**src/rtl/clocked_pulse_stretcher_pkg.sv**
```systemverilog
`default_nettype none
// ============================================================================
// pulse_stretcher_pkg : state encoding shared by pulse / one-shot blocks
// Rev 1.0
// ============================================================================
package pulse_stretcher_pkg;

    typedef logic [1:0] ps_state_t;

    localparam logic [1:0] ST_IDLE = 2'd0;
    localparam logic [1:0] ST_HIGH = 2'd1;
    localparam logic [1:0] ST_GAP  = 2'd2;

endpackage
`default_nettype wire

```
**src/rtl/clocked_pulse_stretcher_if.sv**
```systemverilog
`default_nettype none
// ============================================================================
// clocked_pulse_stretcher_if : trigger/control inputs and pulse status outputs
// Rev 1.0
// ============================================================================
interface clocked_pulse_stretcher_if #(
    parameter int CNT_BITS  = 8,
    parameter int PEND_BITS = 2
);
    logic                 trigger;
    logic [CNT_BITS-1:0]  width;
    logic                 clear;
    logic                 pulse_out;
    logic                 busy;
    logic [PEND_BITS-1:0] pending;
    logic                 overflow;

    modport master (
        output trigger, width, clear,
        input  pulse_out, busy, pending, overflow
    );

    modport slave (
        input  trigger, width, clear,
        output pulse_out, busy, pending, overflow
    );
endinterface
`default_nettype wire

```
**src/rtl/clocked_down_counter.sv**
```systemverilog
`default_nettype none
// ============================================================================
// clocked_down_counter : loadable down counter with an "at one" flag
// Rev 1.0
// ============================================================================
module clocked_down_counter #(
    parameter int WIDTH = 8
) (
    input  logic             clk,
    input  logic             rst_n,
    input  logic             load,
    input  logic [WIDTH-1:0] load_value,
    input  logic             enable,
    output logic [WIDTH-1:0] value,
    output logic             is_one
);
    logic [WIDTH-1:0] r_value;

    // load wins over enable so a restart never loses its reload
    always_ff @(posedge clk or negedge rst_n) begin
        if (!rst_n) begin
            r_value <= '0;
        end else if (load) begin
            r_value <= load_value;
        end else if (enable) begin
            r_value <= r_value - 1'b1;
        end
    end

    assign value  = r_value;
    assign is_one = (r_value == WIDTH'(1));
endmodule
`default_nettype wire

```
**src/rtl/clocked_pulse_stretcher.sv**
```systemverilog
`default_nettype none
// ============================================================================
// clocked_pulse_stretcher : stretches strobes into timed pulses with a low gap,
//                           queuing triggers that arrive while busy
// Rev 1.0
// ============================================================================
module clocked_pulse_stretcher
    import pulse_stretcher_pkg::*;
#(
    parameter int CNT_BITS    = 8,
    parameter int GAP_CYCLES  = 2,
    parameter int PEND_BITS   = 2,
    parameter int MAX_PENDING = 3
) (
    input  logic                     clk,
    input  logic                     rst_n,
    clocked_pulse_stretcher_if.slave bus
);
    localparam int                   GAP_BITS   = $clog2(GAP_CYCLES + 1);
    localparam logic [GAP_BITS-1:0]  C_GAP_LOAD = GAP_BITS'(GAP_CYCLES);
    localparam logic [PEND_BITS-1:0] C_MAX_PEND = PEND_BITS'(MAX_PENDING);

    ps_state_t            r_state;
    ps_state_t            w_state_nxt;
    logic [PEND_BITS-1:0] r_pending;
    logic [PEND_BITS-1:0] w_pending_nxt;
    logic                 r_overflow;
    logic                 r_pulse;
    logic                 r_busy;
    logic                 w_drop;

    logic [CNT_BITS-1:0]  w_width_load;
    logic [CNT_BITS-1:0]  w_width_value;
    logic                 w_width_one;
    logic [GAP_BITS-1:0]  w_gap_value;
    logic                 w_gap_one;

    logic w_restart;
    logic w_start;
    logic w_dequeue;
    logic w_trig_busy;

    assign w_restart   = (r_state == ST_GAP) && w_gap_one &&
                         ((r_pending != '0) || bus.trigger);
    assign w_start     = ((r_state == ST_IDLE) && bus.trigger) || w_restart;
    assign w_dequeue   = w_restart && (r_pending != '0);
    assign w_trig_busy = bus.trigger && (r_state != ST_IDLE);
    assign w_width_load = (bus.width == '0) ? CNT_BITS'(1) : bus.width;

    clocked_down_counter #(.WIDTH(CNT_BITS)) u_width_cnt (
        .clk        (clk),
        .rst_n      (rst_n),
        .load       (w_start),
        .load_value (w_width_load),
        .enable     ((r_state == ST_HIGH) && (w_width_value > CNT_BITS'(1))),
        .value      (w_width_value),
        .is_one     (w_width_one)
    );

    clocked_down_counter #(.WIDTH(GAP_BITS)) u_gap_cnt (
        .clk        (clk),
        .rst_n      (rst_n),
        .load       ((r_state == ST_HIGH) && w_width_one),
        .load_value (C_GAP_LOAD),
        .enable     ((r_state == ST_GAP) && (w_gap_value > GAP_BITS'(1))),
        .value      (w_gap_value),
        .is_one     (w_gap_one)
    );

    always_comb begin
        w_state_nxt = r_state;
        case (r_state)
            ST_IDLE: if (bus.trigger) w_state_nxt = ST_HIGH;
            ST_HIGH: if (w_width_one) w_state_nxt = ST_GAP;
            ST_GAP:  if (w_gap_one)   w_state_nxt = w_restart ? ST_HIGH : ST_IDLE;
            default: w_state_nxt = ST_IDLE;
        endcase
    end

    // A restart with a queued entry and a fresh trigger nets to no change;
    // a restart with an empty queue consumes the fresh trigger directly.
    always_comb begin
        w_pending_nxt = r_pending;
        w_drop        = 1'b0;
        if (w_restart) begin
            if (w_dequeue && !bus.trigger) begin
                w_pending_nxt = r_pending - 1'b1;
            end
        end else if (w_trig_busy) begin
            if (r_pending == C_MAX_PEND) begin
                w_drop = 1'b1;
            end else begin
                w_pending_nxt = r_pending + 1'b1;
            end
        end
    end

    always_ff @(posedge clk or negedge rst_n) begin
        if (!rst_n) begin
            r_state    <= ST_IDLE;
            r_pending  <= '0;
            r_overflow <= 1'b0;
            r_pulse    <= 1'b0;
            r_busy     <= 1'b0;
        end else begin
            r_state   <= w_state_nxt;
            r_pending <= w_pending_nxt;
            r_pulse   <= (w_state_nxt == ST_HIGH);
            r_busy    <= (w_state_nxt != ST_IDLE);
            if (w_drop) begin
                r_overflow <= 1'b1;
            end else if (bus.clear) begin
                r_overflow <= 1'b0;
            end
        end
    end

    assign bus.pulse_out = r_pulse;
    assign bus.busy      = r_busy;
    assign bus.pending   = r_pending;
    assign bus.overflow  = r_overflow;
endmodule
`default_nettype wire

```
**src/flat_wrapper.sv**
```systemverilog
// flat-port wrapper written by rule: the top's interface ports become plain ports
module clocked_pulse_stretcher_flat import pulse_stretcher_pkg::*;
#(
    parameter int CNT_BITS    = 8,
    parameter int GAP_CYCLES  = 2,
    parameter int PEND_BITS   = 2,
    parameter int MAX_PENDING = 3
)
  (clk, rst_n, bus_trigger, bus_width, bus_clear, bus_pulse_out, bus_busy, bus_pending, bus_overflow);
  clocked_pulse_stretcher_if #(.CNT_BITS(CNT_BITS), .PEND_BITS(PEND_BITS)) bus_i ();
  input  logic clk;
  input  logic rst_n;
  input wire logic [$bits(bus_i.trigger)-1:0] bus_trigger;
  input wire logic [$bits(bus_i.width)-1:0] bus_width;
  input wire logic [$bits(bus_i.clear)-1:0] bus_clear;
  output wire logic [$bits(bus_i.pulse_out)-1:0] bus_pulse_out;
  output wire logic [$bits(bus_i.busy)-1:0] bus_busy;
  output wire logic [$bits(bus_i.pending)-1:0] bus_pending;
  output wire logic [$bits(bus_i.overflow)-1:0] bus_overflow;
  assign bus_i.trigger = bus_trigger;
  assign bus_i.width = bus_width;
  assign bus_i.clear = bus_clear;
  assign bus_pulse_out = bus_i.pulse_out;
  assign bus_busy = bus_i.busy;
  assign bus_pending = bus_i.pending;
  assign bus_overflow = bus_i.overflow;
  clocked_pulse_stretcher #(.CNT_BITS(CNT_BITS), .GAP_CYCLES(GAP_CYCLES), .PEND_BITS(PEND_BITS), .MAX_PENDING(MAX_PENDING)) u_core (.clk(clk), .rst_n(rst_n), .bus(bus_i));
endmodule
```
**config.mk**
```make
export PLATFORM = sky130hd
export DESIGN_NAME = clocked_pulse_stretcher_flat
export DESIGN_NICKNAME = d
export VERILOG_FILES = /design/src/rtl/clocked_pulse_stretcher_pkg.sv /design/src/rtl/clocked_pulse_stretcher_if.sv /design/src/rtl/clocked_down_counter.sv /design/src/rtl/clocked_pulse_stretcher.sv /design/src/flat_wrapper.sv
export SDC_FILE = /design/constraint.sdc
export NUM_CORES = 1
export LEC_CHECK = 0
export CAP_MARGIN = 25
export CORE_MARGIN = 8
export CORE_UTILIZATION = 55
export CTS_CLUSTER_SIZE = 12
export DETAILED_ROUTE_END_ITERATION = 8
export PLACE_DENSITY = 0.82
export SLEW_MARGIN = 20
export SYNTH_ARGS = -nofsm -noshare
export SYNTH_HDL_FRONTEND = slang
export SYNTH_SLANG_ARGS = --single-unit
```
**constraint.sdc**
```tcl
create_clock -name clk -period 5.64 [get_ports clk]
set_clock_uncertainty 0.05 [all_clocks]
set_input_delay 1.41 -clock clk [delete_from_list [all_inputs] [get_ports clk]]
set_output_delay 1.41 -clock clk [all_outputs]
set_load 0.01 [all_outputs]
```
==> impl_metrics.xml <==
<?xml version="1.0" encoding="UTF-8"?>
<metrics>
  <group name="pwr">
    <metric name="peakVddDrop" unit="mV">0.280</metric>
    <metric name="static-leakage-power" unit="nW">0.500</metric>
    <metric name="cellPowerDensity" unit="mW/mm^2">436</metric>
  </group>
  <group name="routing">
    <metric name="vias" unit="">932</metric>
    <metric name="vias_per_cell" unit="">6.09</metric>
    <metric name="drt_first_pass_iters" unit="">4</metric>
    <metric name="drt-total-wl" unit="mm">2.39</metric>
    <metric name="detailed_route_iter0_violations" unit="">35</metric>
    <metric name="wire_per_inst" unit="um">15.6</metric>
    <metric name="route.detailed.drc" unit="">0</metric>
    <metric name="detail-route-antenna-nets" unit="">0</metric>
  </group>
  <group name="cts">
    <metric name="clockRootBuffer" unit="">clkbuf_4</metric>
    <metric name="cts_buffer_depth" unit="">2</metric>
    <metric name="hold_buf_count_cts" unit="">0</metric>
    <metric name="numCtsBuffers" unit="">3</metric>
    <metric name="clock_tree.htree_level_count" unit="">1</metric>
    <metric name="post_cts_resized" unit="">0</metric>
    <metric name="cts_tree" unit="">built</metric>
    <metric name="post-cts-setup-buffers" unit="">0</metric>
    <metric name="clock_transition_at_path_regs" unit="ps">100</metric>
    <metric name="tritoncts_num_sinks" unit="">17</metric>
    <metric name="clk_latency" unit="ps">300</metric>
  </group>
  <group name="synthesis">
    <metric name="area_fraction_in_compound_gates_after_synthesis" unit="%">24.8</metric>
    <metric name="synth_ff_type" unit="">dfrtp_1</metric>
    <metric name="synth.avg_cell_area" unit="um^2">9.09</metric>
    <metric name="synthesis.instances" unit="">112</metric>
    <metric name="yosys_register_bits" unit="">17</metric>
    <metric name="netlist_area_pre_place" unit="mm^2">0.00102</metric>
    <metric name="synth_edf_count" unit="">0</metric>
    <metric name="synth_seq_area_share" unit="%">41.8</metric>
    <metric name="postSynth.asyncResetShare" unit="%">100</metric>
    <metric name="synth-simple-area-share" unit="%">22.9</metric>
    <metric name="dominant_combinational_cell_family_by_area_after_synthesis" unit="">compound AO/OA/AOI/OAI gates</metric>
    <metric name="yosysWarningCount" unit="">0</metric>
    <metric name="synth_xor_area_share" unit="%">0.860</metric>
    <metric name="postSynthNetCount" unit="">127</metric>
    <metric name="synth_adder_area_share" unit="%">3.69</metric>
    <metric name="yosysUniqueCellTypes" unit="">38</metric>
    <metric name="post_synth_mux_area_share" unit="%">0</metric>
  </group>
  <group name="grt">
    <metric name="grt_use_total" unit="%">15.9</metric>
    <metric name="groute.layer.met2.usage" unit="%">23.7</metric>
    <metric name="grt.busiest_layer" unit="">met2</metric>
    <metric name="gr-usage-met1" unit="%">19.1</metric>
    <metric name="overflow" unit="">0</metric>
    <metric name="met3_usage" unit="%">4.56</metric>
    <metric name="grt_pass1_wl" unit="mm">4.17</metric>
    <metric name="grt_antenna_before_repair" unit="">0</metric>
    <metric name="first_global_vias" unit="">934</metric>
    <metric name="pin_count_of_the_biggest_net_entering_global_routing" unit="">18</metric>
  </group>
  <group name="cells_and_area">
    <metric name="post_route_cells_drive_above_1_share" unit="%">7.03</metric>
    <metric name="n_antenna_cell" unit="">0</metric>
    <metric name="post-route-util" unit="%">70.0</metric>
    <metric name="final_net_count" unit="">144</metric>
    <metric name="layout_stage_area_growth_over_the_synthesis_result" unit="%">18.7</metric>
  </group>
  <group name="sta">
    <metric name="fin_worst_hold_slack" unit="ps">486</metric>
    <metric name="finalCritPeriodShare" unit="%">55.1</metric>
    <metric name="grt_setup_unrepaired" unit="">no</metric>
    <metric name="tns" unit="ps">0</metric>
    <metric name="finalSetupViolations" unit="">0</metric>
    <metric name="hold_viol" unit="">0</metric>
    <metric name="timing_worst_slew_pin_value" unit="ps">857</metric>
    <metric name="maxSlewHeadroom" unit="%">42.5</metric>
    <metric name="max_freq" unit="MHz">322</metric>
    <metric name="slew_viol_final" unit="">0</metric>
    <metric name="final_period_minus_worst_setup_slack" unit="ps">3110</metric>
  </group>
  <group name="worst_setup_path">
    <metric name="critical_path.endpoint_type" unit="">flop</metric>
    <metric name="critPathArrivalTime" unit="ps">3260</metric>
    <metric name="timing.critical_path.from_type" unit="">input port</metric>
    <metric name="critPathRequiredTime" unit="ps">5790</metric>
    <metric name="setup.worst_path.class" unit="">input port to flop</metric>
    <metric name="worstPathMaxFanout" unit="">7</metric>
  </group>
  <group name="outcome">
    <metric name="run_status" unit="">finished clean</metric>
  </group>
  <group name="floorplanning">
    <metric name="fp-row-count" unit="">15</metric>
    <metric name="start_util" unit="%">59.0</metric>
    <metric name="fp.dieArea" unit="mm^2">0.00348</metric>
    <metric name="boundary_pin_count" unit="">17</metric>
    <metric name="area_of_the_core" unit="mm^2">0.00173</metric>
    <metric name="die_height" unit="um">59.0</metric>
    <metric name="fp.dieW" unit="um">59.0</metric>
  </group>
  <group name="place">
    <metric name="finalWeightedCongestion" unit="">0.900</metric>
    <metric name="buffer_ports.inserted" unit="">16</metric>
    <metric name="dp_hpwl" unit="mm">1.67</metric>
  </group>
  <group name="flow_run">
    <metric name="timing.max_cap.violations" unit="">0</metric>
  </group>
  <group name="min_path">
    <metric name="tightest_hold_check_type" unit="">flop to flop</metric>
  </group>
</metrics>
[layer usage]
metal / wire, um / up-vias / share of wire, %
li1: - / 450 / -
met1: 1020 / 429 / 43
met2: 1090 / 47 / 46
met3: 216 / 6 / 9.0
met4: 59 / 0 / 2.5
met5: 0 / - / 0
[worst max-delay path, stage by stage]
cell and delay [ps]:
clkdlybuf4s50_1 530, inv_1 90, a211oi_1 700, nor2_1 210
a221oi_1 320
[flip-flops by register name, summed over array words and instances (netlist names)]
signal	count
u_core.u_width_cnt.value	8
u_core.bus.pulse_out	1
u_core.bus.busy	1
u_core.r_state	2
u_core.bus.overflow	1
u_core.bus.pending	2
u_core.u_gap_cnt.value	2
[logic make-up (layout without fill, tap and decap cells)]
family / after synthesis / count (layout)
AOI/OAI and AO/OA: 34 / 34
xor gates and xnor gates: 1 / 1
adders and majority gates: 3 / 3
buffers and inverters: 13 / 29
DFF: 17 / 17
and+or+nand+nor: 44 / 44
[layout by cell type, fill, tap and decap left out, types with 3 or more instances in the layout]
cell type	instances
dfrtp_1	17
clkdlybuf4s50_1	16
inv_1	9
o21ai_0	9
nor2_1	9
nor3_1	9
nand2_1	7
a21oi_1	7
nand3_1	5
a211oi_1	4
nor4_1	3
ha_1	3
clkbuf_4	3
[report_power, final]
part	total (mW)	internal, mW	switching [mW]
clock network	0.0682	0.0276	0.0405
logic	0.218	0.108	0.110
registers	0.241	0.169	0.0719
total	0.527	0.304	0.223
[cells in the mapped netlist, drive strengths merged, types with 2 or more instances]
| library cell | instances | share of area, % |
|---|---|---|
| a211oi | 4 | 2.9 |
| a21oi | 7 | 3.4 |
| buf | 3 | 2.3 |
| dfrtp | 17 | 42 |
| ha | 3 | 3.7 |
| inv | 9 | 3.3 |
| nand2 | 7 | 2.6 |
| nand2b | 2 | 1.2 |
| nand3 | 5 | 2.5 |
| nor2 | 9 | 3.3 |
| nor2b | 2 | 1.2 |
| nor3 | 9 | 4.4 |
| nor4 | 3 | 1.8 |
| o21ai | 9 | 4.4 |
| o22ai | 2 | 1.2 |
[final cells by class]
class,instances,area [um^2]
multi-input cells,82,532
clock buffers,4,26.3
fillers,141,518
well taps,25,31.3
inverters,9,33.8
flip-flops and latches,17,425
repair buffers,16,160
[stage by stage]
stage	cell area, um^2	power (mW)	worst slack, ps	instances
after CTS	1210	0.524	2550	153
final	1210	0.527	2530	153
after global routing	1210	0.566	2340	153
after global placement	1180	0.443	2340	149
after floorplan	1020	0.379	3130	112
after detailed placement	1180	0.454	2250	149
[path summary, 6_finish.rpt]
path                                                       start                                       to  slack [ps]  depth (start not counted)
max                                                  bus_trigger  u_core.u_width_cnt.value[1]$_DFFE_PN0P_        2530                          5
min                              u_core.bus.overflow$_DFFE_PN0P_          u_core.bus.overflow$_DFFE_PN0P_         490                          2
max reg2reg                u_core.u_gap_cnt.value[1]$_DFFE_PN0P_  u_core.u_width_cnt.value[1]$_DFFE_PN0P_        3310                          6
min reg2reg                      u_core.bus.overflow$_DFFE_PN0P_          u_core.bus.overflow$_DFFE_PN0P_         490                          2
max in group asynchronous                                  rst_n              u_core.r_state[0]$_DFF_PN0_        3550                          1
min in group asynchronous                                  rst_n  u_core.u_width_cnt.value[5]$_DFFE_PN0P_        1500                          1
Note: power is estimated with default switching activity, not from simulation.
